`src/rtl/vec_move_engine_pkg.sv`:
```
// Shared encodings and default widths for the vector move engine.
// Mode values match the 2-bit mode port; state values are used only inside the engine.
package vec_move_engine_pkg;

    localparam int VME_ADDR_W = 11;
    localparam int VME_DATA_W = 32;
    localparam int VME_LEN_W  = 16;
    localparam int VME_SH_W   = 5;

    typedef enum logic [1:0] {
        MODE_COPY = 2'd0,
        MODE_SET  = 2'd1,
        MODE_SHR  = 2'd2,
        MODE_RSVD = 2'd3
    } vme_mode_e;

    typedef enum logic [1:0] {
        ST_IDLE  = 2'd0,
        ST_RUN   = 2'd1,
        ST_DRAIN = 2'd2,
        ST_DONE  = 2'd3
    } vme_state_e;

    // The reserved encoding behaves as a fill with zero.
    function automatic logic isFillMode(input vme_mode_e m);
        return (m == MODE_SET) || (m == MODE_RSVD);
    endfunction

endpackage

```
`src/rtl/vec_move_engine_if.sv`:
```
// Control handshake and scratch-memory port bundle of the vector move engine.
// The engine connects through the slave modport; the sequencer/memory side uses master.
interface vec_move_engine_if
    import vec_move_engine_pkg::*;
#(
    parameter int ADDR_W = VME_ADDR_W,
    parameter int DATA_W = VME_DATA_W,
    parameter int LEN_W  = VME_LEN_W,
    parameter int SH_W   = VME_SH_W
);
    logic              start;
    logic [1:0]        mode;
    logic [ADDR_W-1:0] xAddr;
    logic [ADDR_W-1:0] yAddr;
    logic [LEN_W-1:0]  L;
    logic [DATA_W-1:0] setVal;
    logic [SH_W-1:0]   shift;
    logic [DATA_W-1:0] memIn;
    logic [ADDR_W-1:0] memReadAddr;
    logic [ADDR_W-1:0] memWriteAddr;
    logic [DATA_W-1:0] memOut;
    logic              memWriteEn;
    logic              busy;
    logic              done;

    modport slave (
        input  start, mode, xAddr, yAddr, L, setVal, shift, memIn,
        output memReadAddr, memWriteAddr, memOut, memWriteEn, busy, done
    );

    modport master (
        output start, mode, xAddr, yAddr, L, setVal, shift, memIn,
        input  memReadAddr, memWriteAddr, memOut, memWriteEn, busy, done
    );
endinterface

```
`src/rtl/vec_move_engine_addr_gen.sv`:
```
// Element sequencer: remaining-count, ASC/DESC stepping, wrapped source/destination
// addresses for the element addressed this cycle, and the last-element flag.
module vme_addr_gen #(
    parameter int ADDR_W = 11,
    parameter int LEN_W  = 16
) (
    input  logic              clk,
    input  logic              reset,
    input  logic              load,
    input  logic              step,
    input  logic              fillMode,
    input  logic [ADDR_W-1:0] xBase,
    input  logic [ADDR_W-1:0] yBase,
    input  logic [LEN_W-1:0]  len,
    output logic [ADDR_W-1:0] rdAddr,
    output logic [ADDR_W-1:0] wrAddr,
    output logic [ADDR_W-1:0] wrAddrNext,
    output logic              last
);

    localparam int CMP_W = (LEN_W > ADDR_W + 1) ? LEN_W : ADDR_W + 1;

    logic [ADDR_W-1:0] rdAddrR;
    logic [ADDR_W-1:0] wrAddrR;
    logic [LEN_W-1:0]  cntR;
    logic              descR;
    logic              rdActiveR;

    logic [ADDR_W:0]   gapS;
    logic [CMP_W-1:0]  gapWideS;
    logic [CMP_W-1:0]  lenWideS;
    logic              descS;
    logic [ADDR_W-1:0] firstOffS;
    logic [ADDR_W-1:0] rdAddrNextS;

    // Direction decision: copy top-down only when the destination starts inside the source.
    always_comb begin
        gapS      = {1'b0, yBase} - {1'b0, xBase};
        gapWideS  = CMP_W'(gapS);
        lenWideS  = CMP_W'(len);
        descS     = !fillMode && (yBase > xBase) && (gapWideS < lenWideS);
        firstOffS = descS ? ADDR_W'(len - LEN_W'(1'b1)) : {ADDR_W{1'b0}};
    end

    // Neighbouring element addresses, wrapping modulo 2^ADDR_W.
    always_comb begin
        if (descR) begin
            rdAddrNextS = rdAddrR - ADDR_W'(1'b1);
            wrAddrNext  = wrAddrR - ADDR_W'(1'b1);
        end else begin
            rdAddrNextS = rdAddrR + ADDR_W'(1'b1);
            wrAddrNext  = wrAddrR + ADDR_W'(1'b1);
        end
    end

    // Counter and address registers; the read address is frozen during fills.
    always_ff @(posedge clk) begin
        if (reset) begin
            rdAddrR   <= {ADDR_W{1'b0}};
            wrAddrR   <= {ADDR_W{1'b0}};
            cntR      <= {LEN_W{1'b0}};
            descR     <= 1'b0;
            rdActiveR <= 1'b0;
        end else if (load) begin
            if (!fillMode) begin
                rdAddrR <= xBase + firstOffS;
            end else begin
                rdAddrR <= rdAddrR;
            end
            wrAddrR   <= yBase + firstOffS;
            cntR      <= len - LEN_W'(1'b1);
            descR     <= descS;
            rdActiveR <= !fillMode;
        end else if (step) begin
            if (rdActiveR) begin
                rdAddrR <= rdAddrNextS;
            end else begin
                rdAddrR <= rdAddrR;
            end
            wrAddrR <= wrAddrNext;
            cntR    <= cntR - LEN_W'(1'b1);
        end else begin
            rdAddrR <= rdAddrR;
            wrAddrR <= wrAddrR;
            cntR    <= cntR;
        end
    end

    assign rdAddr = rdAddrR;
    assign wrAddr = wrAddrR;
    assign last   = (cntR == {LEN_W{1'b0}});

endmodule

```
`src/rtl/vec_move_engine.sv`:
```
// Vector move engine: COPY / SET / arithmetic SHR over L scratch-memory words,
// one word per cycle, overlap-safe, with a start/done handshake.
module vec_move_engine
    import vec_move_engine_pkg::*;
#(
    parameter int ADDR_W = VME_ADDR_W,
    parameter int DATA_W = VME_DATA_W,
    parameter int LEN_W  = VME_LEN_W,
    parameter int SH_W   = VME_SH_W
) (
    input logic             clk,
    input logic             reset,
    vec_move_engine_if.slave bus
);

    vme_state_e        stateR;
    vme_state_e        nextStateS;

    logic              fillModeR;
    logic              shrModeR;
    logic [SH_W-1:0]   shiftR;
    logic              memWriteEnR;
    logic [ADDR_W-1:0] memWriteAddrR;
    logic [DATA_W-1:0] memOutR;
    logic              wrFromMemR;
    logic              busyR;
    logic              doneR;

    vme_mode_e         modeInS;
    logic              acceptS;
    logic              lenZeroS;
    logic              fillInS;
    logic [DATA_W-1:0] fillValInS;
    logic [DATA_W-1:0] xformS;

    logic              agLoadS;
    logic              agStepS;
    logic              wrEnNextS;
    logic [ADDR_W-1:0] wrAddrNextS;
    logic              wrFromMemNextS;

    logic [ADDR_W-1:0] agRdAddrS;
    logic [ADDR_W-1:0] agWrAddrS;
    logic [ADDR_W-1:0] agWrNextS;
    logic              agLastS;

    vme_addr_gen #(
        .ADDR_W (ADDR_W),
        .LEN_W  (LEN_W)
    ) u_addr_gen (
        .clk        (clk),
        .reset      (reset),
        .load       (agLoadS),
        .step       (agStepS),
        .fillMode   (fillInS),
        .xBase      (bus.xAddr),
        .yBase      (bus.yAddr),
        .len        (bus.L),
        .rdAddr     (agRdAddrS),
        .wrAddr     (agWrAddrS),
        .wrAddrNext (agWrNextS),
        .last       (agLastS)
    );

    // Request decode; inputs only matter in the cycle a start is accepted.
    always_comb begin
        modeInS    = vme_mode_e'(bus.mode);
        acceptS    = bus.start && ((stateR == ST_IDLE) || (stateR == ST_DONE));
        lenZeroS   = (bus.L == {LEN_W{1'b0}});
        fillInS    = isFillMode(modeInS);
        fillValInS = (modeInS == MODE_SET) ? bus.setVal : {DATA_W{1'b0}};
    end

    // Data transform applied to the word returning from memory.
    always_comb begin
        if (shrModeR) begin
            xformS = $signed(bus.memIn) >>> shiftR;
        end else begin
            xformS = bus.memIn;
        end
    end

    // Operation parameters captured on an accepted start.
    always_ff @(posedge clk) begin
        if (reset) begin
            fillModeR <= 1'b0;
            shrModeR  <= 1'b0;
            shiftR    <= {SH_W{1'b0}};
        end else if (acceptS) begin
            fillModeR <= fillInS;
            shrModeR  <= (modeInS == MODE_SHR);
            shiftR    <= bus.shift;
        end else begin
            fillModeR <= fillModeR;
            shrModeR  <= shrModeR;
            shiftR    <= shiftR;
        end
    end

    // FSM state register.
    always_ff @(posedge clk) begin
        if (reset) begin
            stateR <= ST_IDLE;
        end else begin
            stateR <= nextStateS;
        end
    end

    // FSM next-state logic; fills skip DRAIN since nothing is in flight.
    always_comb begin
        nextStateS = stateR;
        case (stateR)
            ST_IDLE, ST_DONE: begin
                if (acceptS) begin
                    nextStateS = lenZeroS ? ST_DONE : ST_RUN;
                end else begin
                    nextStateS = stateR;
                end
            end
            ST_RUN: begin
                if (agLastS) begin
                    nextStateS = fillModeR ? ST_DONE : ST_DRAIN;
                end else begin
                    nextStateS = ST_RUN;
                end
            end
            ST_DRAIN: nextStateS = ST_DONE;
            default:  nextStateS = ST_IDLE;
        endcase
    end

    // FSM output logic: sequencer strobes and next values of the write port.
    always_comb begin
        agLoadS        = 1'b0;
        agStepS        = 1'b0;
        wrEnNextS      = 1'b0;
        wrAddrNextS    = memWriteAddrR;
        wrFromMemNextS = 1'b0;
        case (stateR)
            ST_IDLE, ST_DONE: begin
                if (acceptS && !lenZeroS) begin
                    agLoadS = 1'b1;
                    if (fillInS) begin
                        wrEnNextS   = 1'b1;
                        wrAddrNextS = bus.yAddr;
                    end else begin
                        wrEnNextS   = 1'b0;
                        wrAddrNextS = memWriteAddrR;
                    end
                end else begin
                    agLoadS = 1'b0;
                end
            end
            ST_RUN: begin
                agStepS = !agLastS;
                if (fillModeR) begin
                    wrEnNextS   = !agLastS;
                    wrAddrNextS = agLastS ? memWriteAddrR : agWrNextS;
                end else begin
                    // Write for this cycle's read lands next cycle, when memIn returns.
                    wrEnNextS      = 1'b1;
                    wrAddrNextS    = agWrAddrS;
                    wrFromMemNextS = 1'b1;
                end
            end
            default: begin
                agLoadS = 1'b0;
            end
        endcase
    end

    // Registered output stage; memOutR keeps the last written word for idle hold.
    always_ff @(posedge clk) begin
        if (reset) begin
            memWriteEnR   <= 1'b0;
            memWriteAddrR <= {ADDR_W{1'b0}};
            memOutR       <= {DATA_W{1'b0}};
            wrFromMemR    <= 1'b0;
            busyR         <= 1'b0;
            doneR         <= 1'b0;
        end else begin
            memWriteEnR   <= wrEnNextS;
            memWriteAddrR <= wrAddrNextS;
            wrFromMemR    <= wrFromMemNextS;
            busyR         <= (nextStateS == ST_RUN) || (nextStateS == ST_DRAIN);
            doneR         <= (nextStateS == ST_DONE);
            if (wrFromMemR) begin
                memOutR <= xformS;
            end else if (acceptS && !lenZeroS && fillInS) begin
                memOutR <= fillValInS;
            end else begin
                memOutR <= memOutR;
            end
        end
    end

    assign bus.memReadAddr  = agRdAddrS;
    assign bus.memWriteAddr = memWriteAddrR;
    assign bus.memOut       = wrFromMemR ? xformS : memOutR;
    assign bus.memWriteEn   = memWriteEnR;
    assign bus.busy         = busyR;
    assign bus.done         = doneR;

endmodule

```
`src/flat_wrapper.sv`:
```
// flat-port wrapper written by rule: the top's interface ports become plain ports
module vec_move_engine_flat import vec_move_engine_pkg::*;
#(
    parameter int ADDR_W = VME_ADDR_W,
    parameter int DATA_W = VME_DATA_W,
    parameter int LEN_W  = VME_LEN_W,
    parameter int SH_W   = VME_SH_W
)
  (clk, reset, bus_start, bus_mode, bus_xAddr, bus_yAddr, bus_L, bus_setVal, bus_shift, bus_memIn, bus_memReadAddr, bus_memWriteAddr, bus_memOut, bus_memWriteEn, bus_busy, bus_done);
  vec_move_engine_if #(.ADDR_W(ADDR_W), .DATA_W(DATA_W), .LEN_W(LEN_W), .SH_W(SH_W)) bus_i ();
  input logic clk;
  input logic reset;
  input wire logic [$bits(bus_i.start)-1:0] bus_start;
  input wire logic [$bits(bus_i.mode)-1:0] bus_mode;
  input wire logic [$bits(bus_i.xAddr)-1:0] bus_xAddr;
  input wire logic [$bits(bus_i.yAddr)-1:0] bus_yAddr;
  input wire logic [$bits(bus_i.L)-1:0] bus_L;
  input wire logic [$bits(bus_i.setVal)-1:0] bus_setVal;
  input wire logic [$bits(bus_i.shift)-1:0] bus_shift;
  input wire logic [$bits(bus_i.memIn)-1:0] bus_memIn;
  output wire logic [$bits(bus_i.memReadAddr)-1:0] bus_memReadAddr;
  output wire logic [$bits(bus_i.memWriteAddr)-1:0] bus_memWriteAddr;
  output wire logic [$bits(bus_i.memOut)-1:0] bus_memOut;
  output wire logic [$bits(bus_i.memWriteEn)-1:0] bus_memWriteEn;
  output wire logic [$bits(bus_i.busy)-1:0] bus_busy;
  output wire logic [$bits(bus_i.done)-1:0] bus_done;
  assign bus_i.start = bus_start;
  assign bus_i.mode = bus_mode;
  assign bus_i.xAddr = bus_xAddr;
  assign bus_i.yAddr = bus_yAddr;
  assign bus_i.L = bus_L;
  assign bus_i.setVal = bus_setVal;
  assign bus_i.shift = bus_shift;
  assign bus_i.memIn = bus_memIn;
  assign bus_memReadAddr = bus_i.memReadAddr;
  assign bus_memWriteAddr = bus_i.memWriteAddr;
  assign bus_memOut = bus_i.memOut;
  assign bus_memWriteEn = bus_i.memWriteEn;
  assign bus_busy = bus_i.busy;
  assign bus_done = bus_i.done;
  vec_move_engine #(.ADDR_W(ADDR_W), .DATA_W(DATA_W), .LEN_W(LEN_W), .SH_W(SH_W)) u_core (.clk(clk), .reset(reset), .bus(bus_i));
endmodule
```
`config.mk`:
```
export PLATFORM = sky130hd
export DESIGN_NAME = vec_move_engine_flat
export DESIGN_NICKNAME = d
export VERILOG_FILES = /design/src/rtl/vec_move_engine_pkg.sv /design/src/rtl/vec_move_engine_if.sv /design/src/rtl/vec_move_engine_addr_gen.sv /design/src/rtl/vec_move_engine.sv /design/src/flat_wrapper.sv
export SDC_FILE = /design/constraint.sdc
export NUM_CORES = 1
export LEC_CHECK = 0
export CORE_UTILIZATION = 35
export DETAILED_ROUTE_END_ITERATION = 10
export PLACE_DENSITY_LB_ADDON = 0.12
export SYNTH_ARGS = -nofsm -noshare
export SYNTH_HDL_FRONTEND = slang
export SYNTH_SLANG_ARGS = --single-unit
export TNS_END_PERCENT = 30
```
`constraint.sdc`:
```
create_clock -name clk -period 15.05 [get_ports clk]
set_clock_uncertainty 0.1 [all_clocks]
set_input_delay 3.7625 -clock clk [delete_from_list [all_inputs] [get_ports clk]]
set_output_delay 3.7625 -clock clk [all_outputs]
set_load 0.005 [all_outputs]
```
==> results of run 1 <==
-- tightest hold or removal path: stages, from the launching register on --
cell     delay, ns
dfxtp_2       0.32
nand2_1       0.05
a21oi_1       0.05
-- power by group through the flow --
stage	clock [W]	sequential, W	combinational, W
2_1_floorplan	0	0.000379	0.000638
5_1_grt	0.000263	0.000401	0.00105
3_3_place_gp	0	0.000394	0.000951
4_1_cts	0.000251	0.000391	0.000955
6_report	0.000244	0.000391	0.000950
3_5_place_dp	0	0.000396	0.000948
-- final cells by class --
class                      instances  area share (%)
sequential                        96            16.4
antenna                            1          0.0213
inverter                          79            2.53
multi-input combinational        966            59.5
clock inverter                     7           0.693
tap                              335            3.57
clock buffer                       9            1.92
timing repair buffer             185            15.4
-- sequential cells by signal, indices dropped and copies added, names as in the netlist, 2 cells and up --
signal and flops:
u_core.bus.memWriteAddr 11, u_core.u_addr_gen.wrAddr 11, u_core.u_addr_gen.cntR 16, u_core.memOutR 32
u_core.u_addr_gen.rdAddr 11, u_core.stateR 2, u_core.shiftR 5
-- worst paths after layout --
| path | end | depth (start not counted) |
|---|---|---|
| min reg2reg | u_core.shiftR[0] | 2 |
| min | u_core.shiftR[0] | 2 |
| max reg2reg | u_core.bus.memWriteAddr[0] | 10 |
| max | bus_memOut[13] | 7 |
-- placed cells by master, fill, tap and decap left out, types with 6 or more instances in the layout --
cell | Yosys | routed
clkdlybuf4s50_1 | 0 | 167
nor2_1 | 133 | 132
nand2_1 | 96 | 96
a21oi_1 | 95 | 95
dfxtp_1 | 96 | 93
inv_1 | 78 | 78
o21ai_0 | 75 | 75
ha_1 | 63 | 63
xnor2_1 | 47 | 47
o211ai_1 | 46 | 46
nand3_1 | 42 | 42
a211oi_1 | 41 | 41
mux4_2 | 30 | 30
mux2i_1 | 29 | 29
nor3_1 | 23 | 22
xor2_1 | 22 | 22
mux2_2 | 19 | 19
buf_4 | 1 | 18
nor2b_1 | 13 | 13
a21o_1 | 12 | 12
a311oi_1 | 11 | 11
a32oi_1 | 10 | 10
and2_1 | 9 | 9
clkbuf_16 | 0 | 9
nand2b_1 | 8 | 8
or3_1 | 8 | 8
or2_2 | 8 | 8
nor3b_1 | 8 | 8
nor4_1 | 8 | 8
o21a_1 | 7 | 7
a21boi_0 | 6 | 6
nand4_1 | 6 | 6
and3_1 | 6 | 6
-- metal layers --
layer,GRT usage [%],routed length (microns),up-vias
met5,0,0,-
met4,7.33,766,0
met3,3.09,1430,40
met2,39.9,15800,259
met1,29.3,14300,4518
li1,-,-,4699
-- per-stage QoR --
step / std cells / utilization (%)
5_1_grt: 1677 / 44.5
2_1_floorplan: 1225 / -
3_5_place_dp: 1661 / 43.4
3_3_place_gp: 1661 / 43.4
4_1_cts: 1677 / 44.5
6_report: 1678 / 44.6
-- kinds of logic after synthesis --
family / count (synthesis)
buffers and inverters: 163
flip-flops: 96
AND/OR/NAND/NOR: 386
multiplexers: 78
adder cells (fa/ha/maj): 72
AO/OA/AOI/OAI: 361
XOR/XNOR: 69
==> metrics.md, run 1 <==
| Metric | Value |
|---|---|
| Synth Area in Adders | 9.79% |
| NetSw | 0.000717 W |
| Max-Slew Margin vs Limit | between 20 and 30% |
| Max-Cap Viols | 0 |
| DIE HEIGHT | about 170 microns |
| Syn Nets | 1405 |
| FMAX | 0.0955 GHz |
| Placed Area | 0.0114 sq mm |
| CP Launch Type | input port |
| Tot Pwr | 0.00158 W |
| Critical Path End Type | primary output |
| I/O Buffers | 168 |
| Top-count cell post-synth | nor2_1 |
| Synth async-reset ratio | 0% |
| CTS buffer count | 9 |
| Beginning of the critical path | bus_memIn[20] |
| Worst-path clk slew | 0.07 ns |
| Combinational share of power | between 60% and 70% |
| # rows | between 50 and 60 |
| CP top delay family | multiplexers |
| TritonCTS clock tree | built |
| Worst Max-Slew Pin Slew | 1.12 ns |
| Post-CTS sizing | 0 |
| Syn_area_per_cell | between 7 and 8 sq um |
| Max H-tree Level | 3 |
| Nets | 1517 |
| CTS hold repair buffers | 0 |
| Crit path DAT | 6.61 ns |
| Worst EP required | 11.19 ns |
| Vias | between 9000 and 10000 |
| Worst Path Max Fanout | 5 |
| Overflow left after global routing | 0 |
| Multi-input gate area | about 0.0070 sq mm |
| Die Span X | 167 microns |
| PD cells | 135 mW/mm^2 |
| Fin crit share | 69.6% |
| Initial antenna violation count | 1 |
| Max Slew Vio Count | 0 |
| Largest family of logic cells by synthesized area | compound AO/OA/AOI/OAI gates |
| # DRC | 0 |
| Post-synthesis sequential area ratio | roughly 20% |
| FILL cells | 2677 |
| # IOs | around 170 |
| Slowest cell on the critical path | mux4_2 |
| Crit path time final | roughly 10 ns |
| Clk Latency, worst-skew pair | 0.36 ns |
| Setup-failing EPs final | 0 |
| Post-DP HPWL | 24.2 mm |
| Drt first pass iters | 5 |
| Synth Warn # | 0 |
| Total Wirelength | 32.2 mm |
| Reg power frac | 24.6% |
| GR Util All Layers | a little under a quarter |
| HP Class | flip-flop to flip-flop |
| Netlist cell types | 73 |
| Sink Count | 96 |
| WL/cell | 19.2 microns |
| Seq cells post-synth | 96 |
| Synth-to-layout area growth | 23.5% |
| Main synth FF type | dfxtp_1 |
| CTS root buf | clkbuf_16 |
| Final RePlAce weighted congestion | just over 0.9 |
| Post-synth EDFFs | 0 |
| Setup TNS | 0 ns |
| Synth Cell Area | 0.00951 sq mm |
| Critical Path, Cell by Cell | clkdlybuf4s50_1, mux4_2, mux2_2, mux4_2, a211oi_1, nor2_1, clkdlybuf4s50_1 |
| First-pass GRT wire length | between 50 and 60 mm |
| Vias per std cell | 5.67 |
| Vias in the first global route | between 9000 and 10000 |
| Top post-synthesis cells by count | 133 x nor2_1, 96 x dfxtp_1, 96 x nand2_1 |
| Initial DRC Count | 664 |
| Net Sw Frac | approximately 45% |
| Initial core utilization | 36.1% |
| Synth Area in Compound Gates | 25.1% |
| Post-synthesis mux area share | 12.4% |
| Final setup margin | 4.58 ns |
| Worst hold path startpoint | u_core.shiftR[0] |
| CTS Buffer Depth | 2 |
| CP Class | input port to primary output |
| Total setup buffers inserted after CTS | 0 |
| Pint | approximately 0.00087 W |
| FF/Latch Area | about 0.0019 sq mm |
| Maximum VDD drop | 0.0730 mV |
| Hold Slack | between 0.3 and 0.4 ns |
| Synth Area in Simple Gates | between 10% and 20% |
| Pleak | 4.45 nW |
| Final Hold Violating Endpoints | 0 |
| Synth area leaders | dfxtp_1 20%, ha_1 8.3%, mux4_2 7.1% |
| Synth Instances | 1225 |
| CP max stage delay | 0.52 ns |
| Status | finished, final reports clean |
| Post-route cell area | ~0.012 sq mm |
| Share of cells above drive strength 1 | 8.35% |
| Worst reg2reg path startpoint | u_core.stateR[0] |
| Pin count of the biggest net entering global routing | 98 |
| Place WS | 4.54 ns |
| Clock power share | 15.4% |
| Reg2reg setup slack | 10.86 ns |
| RSZ-0062 raised after global routing | false |
| Core area | 0.0264 sq mm |
| Die Area | ~0.028 sq mm |
| Largest area contributor in the netlist | dfxtp_1 |
| Crit path buffers/inverters | 2 |
| Share of the synthesized area in the top cell type | 20.2% |
| Xor/xnor share of the synthesized area | 6.36% |
| Post-route antenna net violation count | 0 |
No activity file was read; power rests on OpenSTA's default activity.
==> run 2, diff against run 1 <==
clock period = 10.6 ns   (was 15.05 ns; I/O delays follow)
==> run 2 against run 1 <==
Compared with the run above: flip-flop and latch count unchanged; largest cell class unchanged; total power rose by 42%; clock power rose by 41%; worst setup slack lost 2.9 ns; combinational power rose by 40%; count of clock-buffer cells in the layout is the same; final cell count fell by 0.24%; hold slack improved by 0.036 ns.
==> metrics.md, run 2 (synthesis gave the netlist of run 1 again) <==
| Metric | Value |
|---|---|
| CTS root buf | clkbuf_16 |
| Maximum VDD drop | 0.0909 mV |
| Initial core utilization | 36.1% |
| GR Util All Layers | 22.7% |
| Vias | 9553 |
| Final core utilization | 44.5% |
| Reg power frac | roughly a quarter |
| Reg2reg setup slack | 6.48 ns |
| Reg2reg end | u_core.bus.memWriteAddr[2] |
| Net Sw Frac | 45.3% |
| CP Launch Type | input port |
| I/O Buffers | 168 |
| Most common cell after layout, fill and taps aside | clkdlybuf4s50_1 |
| # IOs | 169 |
| Post-route cell area | 0.0117 sq mm |
| # DRC | 0 |
| Die Span X | 167 microns |
| Post-route antenna net violation count | 0 |
| Clk Latency, worst-skew pair | 0.36 ns |
| Initial DRC Count | 624 |
| DIE HEIGHT | 167 microns |
| Crit path time final | approximately 9 ns |
| Largest registers | u_core.memOutR: 32 flops, u_core.u_addr_gen.cntR: 16 flops |
| Crit path DAT | 9.07 ns |
| Total setup buffers inserted after CTS | 0 |
| Max-Slew Margin vs Limit | a little over a quarter |
| Worst Max-Slew Pin Slew | 1.09 ns |
| Overflow left after global routing | 0 |
| Pint | 0.00123 W |
| WHS Path Cells | 2 |
| First-pass GRT wire length | 50.1 mm |
| CTS hold repair buffers | 0 |
| Worst reg2reg path startpoint | u_core.stateR[0] |
| Most flops, register | u_core.memOutR |
| WL/cell | approximately 19 microns |
| Critical Path End Type | flip-flop |
| Nets | approximately 1500 |
| Initial antenna violation count | 0 |
| PD cells | 192 mW/mm^2 |
| Status | finished, final reports clean |
| Worst Path Max Fanout | 10 |
| FILL cells | about 2600 |
| Final Hold Violating Endpoints | 0 |
| Endpoint, Worst Hold | u_core.memOutR[23] |
| Max Slew Vio Count | 0 |
| Worst-path clk slew | 0.09 ns |
| Setup TNS | 0 ns |
| Core area | 0.0264 sq mm |
| Worst hold path startpoint | u_core.memOutR[23] |
| CTS buffer count | 9 |
| CTS Buffer Depth | 2 |
| Max H-tree Level | 3 |
| Post-DP HPWL | 24.2 mm |
| Fin crit share | 84.4% |
| Placed Area | 0.0114 sq mm |
| CP Class | input port to flip-flop |
| Final setup margin | 1.65 ns |
| Largest register FFs | 32 |
| RSZ-0062 raised after global routing | false |
| Pleak | ~4.4 nW |
| Combinational share of power | 59.2% |
| FMAX | 0.112 GHz |
| Drt first pass iters | 6 |
| Diodes inserted | 0 |
| Die Area | 0.0278 sq mm |
| # rows | 59 |
| Synth-to-layout area growth | 23.3% |
| Commonest cells after routing, fill and taps aside | 167 x clkdlybuf4s50_1, 132 x nor2_1, 96 x nand2_1 |
| Worst EP required | 10.71 ns |
| Share of cells above drive strength 1 | 8.22% |
| Vias per std cell | 5.71 |
| Sink Count | 96 |
| Clock power share | 15.4% |
| Pin count of the biggest net entering global routing | between 60 and 70 |
| R2R cell count | 10 |
| HP Class | flip-flop to flip-flop |
| Final RePlAce weighted congestion | about 0.93 |
| Total Wirelength | roughly 32 mm |
| NetSw | 0.00102 W |
| Max-Cap Viols | 0 |
| Place WS | 1.33 ns |
| TritonCTS clock tree | built |
| Setup-failing EPs final | 0 |
| Vias in the first global route | between 8000 and 9000 |
| Post-CTS sizing | 0 |
## run 2: final cells by class
class                           instances  area (sq um)  area share (%)
Multi-Input combinational cell        966          6990            59.6
Sequential cell                        96          1930            16.4
Timing Repair Buffer                  182          1780            15.2
Tap cell                              335           419            3.58
Inverter                               79           297            2.53
Clock buffer                            9           225            1.92
Clock inverter                          7          86.3           0.736
## run 2: worst max path at each step
stage / start / endpoint / cells after the start
after floorplan: bus_xAddr[1] / u_core.u_addr_gen.wrAddr[9] / 26
after global placement: bus_xAddr[1] / u_core.u_addr_gen.wrAddr[9] / 26
after detailed placement: bus_xAddr[1] / u_core.u_addr_gen.wrAddr[9] / 26
after CTS: bus_xAddr[1] / u_core.u_addr_gen.wrAddr[9] / 26
after global routing: bus_xAddr[1] / u_core.u_addr_gen.wrAddr[7] / 27
final: bus_xAddr[1] / u_core.u_addr_gen.wrAddr[9] / 26
## run 2: per-stage QoR
step / std cells / power (W) / hold slack, ns
4_1_cts: 1674 / 0.00226 / 0.388
2_1_floorplan: 1225 / 0.00144 / 0.352
6_report: 1674 / 0.00225 / 0.389
3_5_place_dp: 1658 / 0.00191 / 0.373
3_3_place_gp: 1658 / 0.00190 / 0.366
5_1_grt: 1674 / 0.00243 / 0.405
## run 2: routing by layer
| layer | GRT usage [%] | wire [microns] | vias up |
|---|---|---|---|
| li1 | - | - | 4693 |
| met4 | 7.81 | 895 | 0 |
| met5 | 0 | 0 | - |
| met3 | 3.40 | 1680 | 35 |
| met1 | 29.0 | 14200 | 4534 |
| met2 | 38.7 | 15400 | 291 |
## run 2: worst max-delay path: stages
cell and delay (ns):
clkdlybuf4s50_1 0.54, inv_1 0.10, ha_1 0.28, nor2b_1 0.13, o21ai_0 0.18, a21boi_0 0.14, o21ai_0 0.23, a21boi_0 0.15
o21ai_0 0.30, nand2_1 0.14, o311ai_0 0.43, ha_1 0.32, a211o_1 0.26, o2111ai_1 0.08, o211ai_1 0.20, or3_1 0.52
or2_2 0.40, inv_1 0.09, ha_1 0.23, a21o_1 0.18, a21oi_1 0.23, o21bai_1 0.10, a21o_1 0.21, maj3_1 0.40
a2111oi_0 0.42, o32ai_1 0.15
## run 2: power by group through the flow
| stage | sequential, W | clock [W] | combinational (W) |
|---|---|---|---|
| after floorplan | 0.000538 | 0 | 0.000906 |
| after global placement | 0.000577 | 0 | 0.00132 |
| after detailed placement | 0.000579 | 0 | 0.00133 |
| after CTS | 0.000571 | 0.000357 | 0.00133 |
| after global routing | 0.000589 | 0.000372 | 0.00147 |
| final | 0.000571 | 0.000345 | 0.00133 |
==> run 3, diff against run 2 <==
clock period = 8.6 ns   (was 10.6 ns; I/O delays follow)
==> run 3 against run 2 <==
Compared with the run above: sequential share of layout area is essentially flat; routed wire length up 0.75%; final cell count increased by 0.36%; core utilization grew 0.13 points; global-route usage increased by 0.14 points; critical path type unchanged; critical endpoint is now u_core.u_addr_gen.rdAddr[10]; largest cell class unchanged.
==> metrics.md, run 3 (synthesis gave the netlist of run 1 again) <==
| Metric | Value |
|---|---|
| FMAX | 0.124 GHz |
| CTS root buf | clkbuf_16 |
| Worst EP required | 8.70 ns |
| Post-DP HPWL | about 25 mm |
| Reg2reg end | u_core.bus.memWriteAddr[0] |
| Max-Cap Viols | 0 |
| Die Area | 0.0278 sq mm |
| Worst Max-Slew Pin Slew | between 1 and 1.5 ns |
| Largest registers | u_core.memOutR: 32 flops, u_core.u_addr_gen.cntR: 16 flops |
| Status | finished, final reports clean |
| Vias per std cell | 5.66 |
| R2R cell count | 9 |
| Crit path buffers/inverters | 3 |
| Maximum VDD drop | about 0.11 mV |
| Initial core utilization | 36.1% |
| Post-route antenna net violation count | 0 |
| Pleak | 4.46 nW |
| Total Wirelength | 32.4 mm |
| CTS Buffer Depth | 2 |
| Commonest cells after routing, fill and taps aside | 167 x clkdlybuf4s50_1, 132 x nor2_1, 96 x nand2_1 |
| CP top delay family | compound AO/OA/AOI/OAI gates |
| Slowest cell on the critical path | clkdlybuf4s50_1 |
| CTS buffer count | 9 |
| Post-CTS sizing | 0 |
| # DRC | 0 |
| Clk Latency, worst-skew pair | 0.36 ns |
| Most flops, register | u_core.memOutR |
| HP Class | flip-flop to flip-flop |
| Beginning of the critical path | bus_xAddr[1] |
| CP Class | input port to flip-flop |
| Crit path top cell by count | o21ai_0 |
| PD cells | 236 mW/mm^2 |
| Crit path time final | around 8.1 ns |
| Final RePlAce weighted congestion | 0.932 |
| DIE HEIGHT | 167 microns |
| Most common cell after layout, fill and taps aside | clkdlybuf4s50_1 |
| Synth-to-layout area growth | 23.7% |
| GR Util All Layers | a little under a quarter |
| Crit path DAT | 8.19 ns |
| Fin crit share | 94.1% |
| CTS hold repair buffers | 0 |
| FILL cells | 2704 |
| FF/Latch Area | 0.00193 sq mm |
| Post-Place Cells | 1663 |
| Initial DRC Count | 531 |
| Worst path depth | 27 |
| Total setup buffers inserted after CTS | 0 |
| RSZ-0062 raised after global routing | false |
| Max Slew Vio Count | 0 |
| Sink Count | 96 |
| CP endpoint | u_core.u_addr_gen.rdAddr[10] |
| # rows | 59 |
| Overflow left after global routing | 0 |
| CP max stage delay | roughly 0.48 ns |
| Max-Slew Margin vs Limit | ~28% |
| Worst reg2reg path startpoint | u_core.stateR[0] |
| Setup TNS | 0 ns |
| CP Launch Type | input port |
| Share of cells above drive strength 1 | 8.56% |
| Core area | between 0.02 and 0.03 sq mm |
| Reg2reg setup slack | between 5 and 6 ns |
| Vias in the first global route | 9105 |
| Vias | 9509 |
| # IOs | 169 |
| WL/cell | 19.3 microns |
| Max H-tree Level | 3 |
| Worst Path Max Fanout | 9 |
| Final Hold Violating Endpoints | 0 |
| Multi-input gate area | 0.00699 sq mm |
| Largest register FFs | 32 |
| Drt first pass iters | 6 |
| Worst-path clk slew | 0.08 ns |
| Critical Path End Type | flip-flop |
| Pin count of the biggest net entering global routing | 62 |
| TritonCTS clock tree | built |
| First-pass GRT wire length | 50.4 mm |
| I/O Buffers | 168 |
| Non-filler cells, final | between 1500 and 2000 |
| Initial antenna violation count | 1 |
| Die Span X | between 150 and 200 microns |
| Nets | 1519 |
| Setup-failing EPs final | 0 |
==> run 3: cell count changes in the layout (fill, tap and decap cells not counted), sizes merged <==
cell    delta
diode      +1
clkinv     -2
inv        +2
buf        +5
==> run 3: final cells by class <==
type,instances,share of cell area (%)
multi-input cells,966,59.4
flip-flops and latches,96,16.4
repair buffers,187,15.5
well taps,335,3.56
inverters,79,2.52
clock buffers,9,1.92
clock inverters,7,0.692
diodes,1,0.0213
==> run 3: how the worst min path moves through the flow <==
stage | slack, ns | from | cells past startpoint | end
2_1_floorplan | 0.35 | u_core.memOutR[23] | 2 | u_core.memOutR[23]
3_3_place_gp | 0.36 | u_core.shrModeR | 2 | u_core.shrModeR
3_5_place_dp | 0.37 | u_core.shrModeR | 2 | u_core.shrModeR
4_1_cts | 0.39 | u_core.shrModeR | 2 | u_core.shrModeR
5_1_grt | 0.41 | u_core.u_addr_gen.rdAddr[1] | 2 | u_core.u_addr_gen.rdAddr[1]
6_report | 0.39 | u_core.shrModeR | 2 | u_core.shrModeR
==> run 3: through the flow <==
step                      setup slack [ns]  hold WS (ns)  instance area [sq um]  power, W  util [%]
final                                0.509         0.386                  11800   0.00278      44.6
after global routing                 0.105         0.411                  11800   0.00300      44.6
after CTS                            0.582         0.389                  11800   0.00279      44.6
after detailed placement             0.212         0.371                  11400   0.00236      43.4
after global placement               0.331         0.361                  11400   0.00235      43.4
after floorplan                       1.05         0.352                   9510   0.00178         -
==> run 3: worst register-to-register path, stage by stage (launching register included) <==
cell,delay [ns]
dfxtp_1,0.36
inv_1,0.05
ha_1,0.29
nand2_1,0.28
a31oi_4,0.27
nand2_1,0.60
a221o_1,0.90
a211oi_1,0.42
a21oi_1,0.07
nor2_1,0.12
==> run 3: layer usage <==
metal	GRT usage (%)	routed length, microns	vias to the layer above	share of wire (%)
met5	0	0	-	0
met1	29.7	14500	4478	45
met3	2.78	1510	28	4.6
li1	-	-	4720	-
met4	6.76	699	0	2.2
met2	39.3	15700	283	48
==> run 3: where the power goes <==
group / switching (W) / total, W / internal [W]
Clock: 0.000216 / 0.000424 / 0.000209
Sequential: 0.000116 / 0.000695 / 0.000579
Combinational: 0.000925 / 0.00166 / 0.000731
Total: 0.00126 / 0.00278 / 0.00152
==> edit 1, RTL diff (flow settings as in run 3) <==
Re-encode `vme_state_e` (4 states) as one-hot, 4 bits wide.
--- a/src/rtl/vec_move_engine_pkg.sv
+++ b/src/rtl/vec_move_engine_pkg.sv
@@ -14,11 +14,11 @@
         MODE_RSVD = 2'd3
     } vme_mode_e;
 
-    typedef enum logic [1:0] {
-        ST_IDLE  = 2'd0,
-        ST_RUN   = 2'd1,
-        ST_DRAIN = 2'd2,
-        ST_DONE  = 2'd3
+    typedef enum logic [3:0] {
+        ST_IDLE  = 4'b0001,
+        ST_RUN   = 4'b0010,
+        ST_DRAIN = 4'b0100,
+        ST_DONE  = 4'b1000
     } vme_state_e;
 
     // The reserved encoding behaves as a fill with zero.
Function: same outputs for any inputs over 4 cycles, from zero or initial values and one cycle with reset high; so few cycles prove little.
==> edit 1 against run 3 <==
  * The run now ends with DRC left
  * Synthesized area is 1.4% lower
  * Routed wire length is 1.3% higher
  * Final area is 1.9% lower
  * Worst setup slack better by 120 ps
  * Sequential cell count is 2 higher
  * Non-clock buffer count is 4 lower
  * Fmax is 1.5% higher
  * Highest routed layer is now met5
Power is not compared: it rests on default switching activity, and its combinational part moved more than twofold at a synthesized area within 25%.
==> edit 1: results (changes against run 3) <==
[metrics] first-pass GRT wire length: 51500 um (+2.2%)
[metrics] Commonest cells post-synth: sky130_fd_sc_hd__nor2_1 (149), sky130_fd_sc_hd__nand2_1 (139), sky130_fd_sc_hd__a21oi_1 (102), sky130_fd_sc_hd__dfxtp_1 (98), sky130_fd_sc_hd__o21ai_0 (81)
[metrics] Area growth syn-to-layout: 23.1%
[metrics] first-pass iteration count of the detailed router: 8 (+2)
[metrics] combined global-route utilization of all metal layers: 0.236 (+0.00809)
[metrics] worst-path maximum fanout: 3 (-6)
[metrics] # diodes: 2 (+1)
[metrics] inverter count of the layout excluding clock inverters: 74 (-6.3%)
[metrics] Worst R2R End: u_core.bus.memWriteAddr[8]$_SDFFE_PP0P_
[metrics] outcome: complete, but fails checks
[metrics] failing checks: DRC
[metrics] cell area after placement: 11300 um2 (-1.7%)
[metrics] initial antenna violation count: 3 (+2)
[metrics] ClkCell Share: 0.0242 (-0.00188)
[metrics] area of the multi-input gates: 6800 um2 (-2.7%)
[metrics] longest individual stage delay on the worst path: 550 ps (+70 ps)
[metrics] drt via density: 5.65 (-0.14%)
[metrics] number of instances in the placed design: 1682 (+1.1%)
[metrics] DRC violations left: 14 (+14)
[metrics] Final HPWL DP: 24200 um (-1.5%)
[metrics] mean instance size in the synthesized netlist: 7.50 um2 (-3.4%)
[metrics] worst-case vdd ir drop: 79.4 uV
[metrics] net count of the mapped netlist: 1427 (+1.6%)
[metrics] FF-to-FF path depth: 11 (+2)
[metrics] total number of vias: 9609 (+1.1%)
[metrics] part of the Yosys area used for sequential elements: 0.209 (+0.00719)
[metrics] register-to-register path setup slack: 4840 ps (-230 ps)
[metrics] final net count: 1535 (+1.1%)
[metrics] capture point of the worst path: u_core.u_addr_gen.wrAddr[9]$_SDFFE_PP0P_
[metrics] ratio of cells with drive above 1 in the final layout: 0.0726 (-0.0129)
[metrics] Max-Slew Margin vs Limit: 0.240 (-0.0355)
[metrics] pre-CTS setup slack: 269 ps (+56.4 ps)
[metrics] via count of the first global-routing pass: 9017 (-0.97%)
[metrics] top cell type's share of synthesized area: 0.209 (+0.00719)
[metrics] maximum number of pins on one net before global-route repair: 73 (+18%)
[metrics] data arrival time at the worst-slack endpoint: 8140 ps (-50 ps)
[metrics] share of the final layout cell area in multi-input gates: 0.589 (-0.00495)
[metrics] beginning of the worst hold path: u_core.bus.memWriteAddr[7]$_SDFFE_PP0P_
[metrics] non-clock buffer count: 183 (-2.1%)
[metrics] multi-input combinational gate total: 992 (+2.7%)
[metrics] source of the worst register-to-register timing path: u_core.stateR[3]$_SDFF_PP0_
[metrics] register area: 1970 um2 (+2.1%)
==> edit 1: changes by cell type after synthesis, sizes merged, moves of 8 or more <==
| cell | before | now |
|---|---|---|
| nand2 | 97 | 139 |
| a211oi | 41 | 30 |
| nor2 | 133 | 149 |
| mux2 | 19 | 11 |
==> edit 1: cell families (layout without fill, tap and decap cells) <==
kind of cell,after synthesis,count (layout),synth area share
simple gates,425,425,0.207
compound gates,369,369,0.259
buf+inv,160,273,0.0666
flops,98,98,0.209
fa+ha+maj,68,68,0.0944
mux,66,66,0.104
xor+xnor,64,64,0.0598
other cells,0,2,0
==> edit 1: worst min-delay path by stage <==
| stage | end | slack, ps | depth (start not counted) |
|---|---|---|---|
| floorplan | u_core.bus.memWriteAddr[7]$_SDFFE_PP0P_ | 350 | 2 |
| global placement | u_core.bus.memWriteAddr[10]$_SDFFE_PP0P_ | 350 | 2 |
| detailed placement | u_core.bus.memWriteAddr[7]$_SDFFE_PP0P_ | 350 | 2 |
| CTS | u_core.bus.memWriteAddr[10]$_SDFFE_PP0P_ | 370 | 2 |
| global route | u_core.bus.memWriteAddr[7]$_SDFFE_PP0P_ | 400 | 2 |
| finish | u_core.bus.memWriteAddr[7]$_SDFFE_PP0P_ | 370 | 2 |
==> edit 1: worst max-delay path: cells and delay by family <==
family                   cells  cell delay (ps)
AND/OR/NAND/NOR              4              720
XOR/XNOR                     1              140
adder cells (fa/ha/maj)      4             1130
AO/OA/AOI/OAI               17             3280
buffers and inverters        3              740
==> edit 1: metal layers <==
metal / vias to the layer above / track usage / wire, um
met5: - / 0 / 17
met4: 2 / 0.0569 / 584
met3: 37 / 0.0361 / 1810
met2: 270 / 0.370 / 14600
met1: 4574 / 0.338 / 15800
li1: 4726 / - / -
==> edit 2, RTL diff (config.mk and constraints of run 3) <==
Without the edit above. The package constant `VME_LEN_W` goes from 16 to 32.
--- a/src/rtl/vec_move_engine_pkg.sv
+++ b/src/rtl/vec_move_engine_pkg.sv
@@ -4,7 +4,7 @@
 
     localparam int VME_ADDR_W = 11;
     localparam int VME_DATA_W = 32;
-    localparam int VME_LEN_W  = 16;
+    localparam int VME_LEN_W  = 32;
     localparam int VME_SH_W   = 5;
 
     typedef enum logic [1:0] {
Ports: changed (resized bus_L); port bits go from 169 to 185. The function was not compared with the original's and may differ.
==> edit 2 against run 3 <==
  * The run now ends with DRC left
  * Sequential power increased by 21%
  * Final area grew 11%
  * Power increased by 8.9%
  * Count of clock-buffer cells in the layout unchanged
  * Worst setup slack got worse by 75 ps
  * Sequential cell count is 16 higher
  * Worst hold slack lost 29 ps
  * Routed wire length rose by 6.2%
  * Critical path depth grew 2
  * Die area rose by 10%
  * Synthesized area is 11% higher
  * Register-to-register slack lost 530 ps
  * First-iteration DRC count up 51%
==> edit 2: results (changes against run 3) <==
[metrics] failing checks: DRC
[metrics] first-pass GRT wire length: 53800 um (+6.7%)
[metrics] Commonest cells post-synth: sky130_fd_sc_hd__nand2_1 (174), sky130_fd_sc_hd__nor2_1 (167), sky130_fd_sc_hd__dfxtp_1 (112), sky130_fd_sc_hd__o21ai_0 (91), sky130_fd_sc_hd__a21oi_1 (85)
[metrics] pre-CTS setup slack: -172 ps (-385 ps)
[metrics] worst-path maximum fanout: 3 (-6)
[metrics] capture point of the worst path: u_core.u_addr_gen.rdAddr[9]$_SDFFE_PP0P_
[metrics] Routed WL: 34400 um (+6.2%)
[metrics] combined global-route utilization of all metal layers: 0.221 (-0.00703)
[metrics] number of buffers added on ports: 184 (+9.5%)
[metrics] Final HPWL DP: 26200 um (+6.8%)
[metrics] ratio of cells with drive above 1 in the final layout: 0.0734 (-0.0122)
[metrics] first-iteration detailed-routing DRC count: 803 (+51%)
[metrics] data arrival time at the worst-slack endpoint: 8350 ps (+160 ps)
[metrics] net count of the mapped netlist: 1609 (+15%)
[metrics] leakage power of the design: 4.95 nW (+11%)
[metrics] cell area after placement: 12800 um2 (+11%)
[metrics] DRC violations left: 2 (+2)
[metrics] # diodes: 0 (-1)
[metrics] top post-synthesis cells by area: sky130_fd_sc_hd__dfxtp_1 (21%), sky130_fd_sc_hd__ha_1 (7.5%), sky130_fd_sc_hd__nand2_1 (6.2%)
[metrics] FF-to-FF path depth: 11 (+2)
[metrics] cell count after synthesis: 1413 (+15%)
[metrics] longest individual stage delay on the worst path: 500 ps (+20 ps)
[metrics] initial antenna violation count: 0 (-1)
[metrics] outcome: complete, but fails checks
[metrics] maximum number of pins on one net before global-route repair: 82 (+32%)
[metrics] final non-filler cell total: 1944 (+16%)
[metrics] final net count: 1745 (+15%)
[metrics] Tmin final: 8170 ps (+74.8 ps)
[metrics] post-synthesis cell type count: 78 (+6.8%)
[metrics] largest registers ranked by flip-flop count: u_core.memOutR: 32 flops, u_core.u_addr_gen.cntR: 32 flops
[metrics] Area growth syn-to-layout: 24.5%
[metrics] worst-case vdd ir drop: 114 uV (+1.6%)
[metrics] filler cell count in the final layout: 3034 (+12%)
[metrics] first-pass iteration count of the detailed router: 8 (+2)
[metrics] register-to-register path setup slack: 4540 ps (-530 ps)
-- edit 2: cell count changes in the layout (fill, tap and decap cells not counted), sizes merged, moves of 13 or more --
cell	before	now
o21ai	76	91
buf	20	35
nor2	133	168
nand2	97	174
mux2	19	6
dfxtp	96	112
a211oi	41	56
clkdlybuf4s50	167	182
xnor2	47	68
-- edit 2: power by group through the flow --
stage / logic (mW) / clock network (mW) / registers (mW)
4_1_cts: 1.73 / 0.459 / 0.840
5_1_grt: 1.92 / 0.479 / 0.868
2_1_floorplan: 1.21 / 0 / 0.782
6_report: 1.73 / 0.447 / 0.841
3_3_place_gp: 1.72 / 0 / 0.849
3_5_place_dp: 1.72 / 0 / 0.851
-- edit 2: cell families (layout without fill, tap and decap cells) --
family                     count (synthesis)  count (layout)  share of synthesized area
muxes                                     53              53                     0.0834
AOI/OAI and AO/OA                        376             376                      0.238
xor gates and xnor gates                  99              99                     0.0833
DFF                                      112             112                      0.213
buffers and inverters                    172             313                     0.0622
adders and majority gates                 72              72                     0.0885
and+or+nand+nor                          529             529                      0.232
-- edit 2: repair_timing --
action | CTS | global route
hold buffers | 0 | 0
gates resized for setup | 0 | 4
endpoints found under the setup margin | 0 | 12
-- edit 2: critical path: cells and delay by family --
kind	cells	cell delay [ps]
AO/OA/AOI/OAI	17	3500
adder cells (fa/ha/maj)	3	790
buffers and inverters	5	1000
AND/OR/NAND/NOR	4	930
-- edit 2: routing by layer --
layer / vias up / track usage / wire length [um]
met5: - / 0 / 0
met4: 0 / 0.0587 / 687
met3: 40 / 0.0246 / 1770
met2: 296 / 0.357 / 15600
met1: 5034 / 0.311 / 16300
li1: 5340 / - / -
-- edit 2: how the worst min path moves through the flow --
stage,slack (ps),cells after the start,end
after floorplan,350,2,u_core.bus.memWriteAddr[10]$_SDFFE_PP0P_
after global placement,350,2,u_core.bus.memWriteAddr[10]$_SDFFE_PP0P_
after detailed placement,350,2,u_core.bus.memWriteAddr[5]$_SDFFE_PP0P_
after CTS,360,2,u_core.bus.memWriteAddr[5]$_SDFFE_PP0P_
after global routing,380,2,u_core.bus.memWriteAddr[7]$_SDFFE_PP0P_
final,360,2,u_core.bus.memWriteAddr[5]$_SDFFE_PP0P_
-- edit 2: final cells by class --
class | instances | share of cell area
multi-input cells | 1129 | 0.585
flip-flops and latches | 112 | 0.172
repair buffers | 218 | 0.160
well taps | 390 | 0.0373
inverters | 79 | 0.0227
clock buffers | 9 | 0.0172
clock inverters | 7 | 0.00593
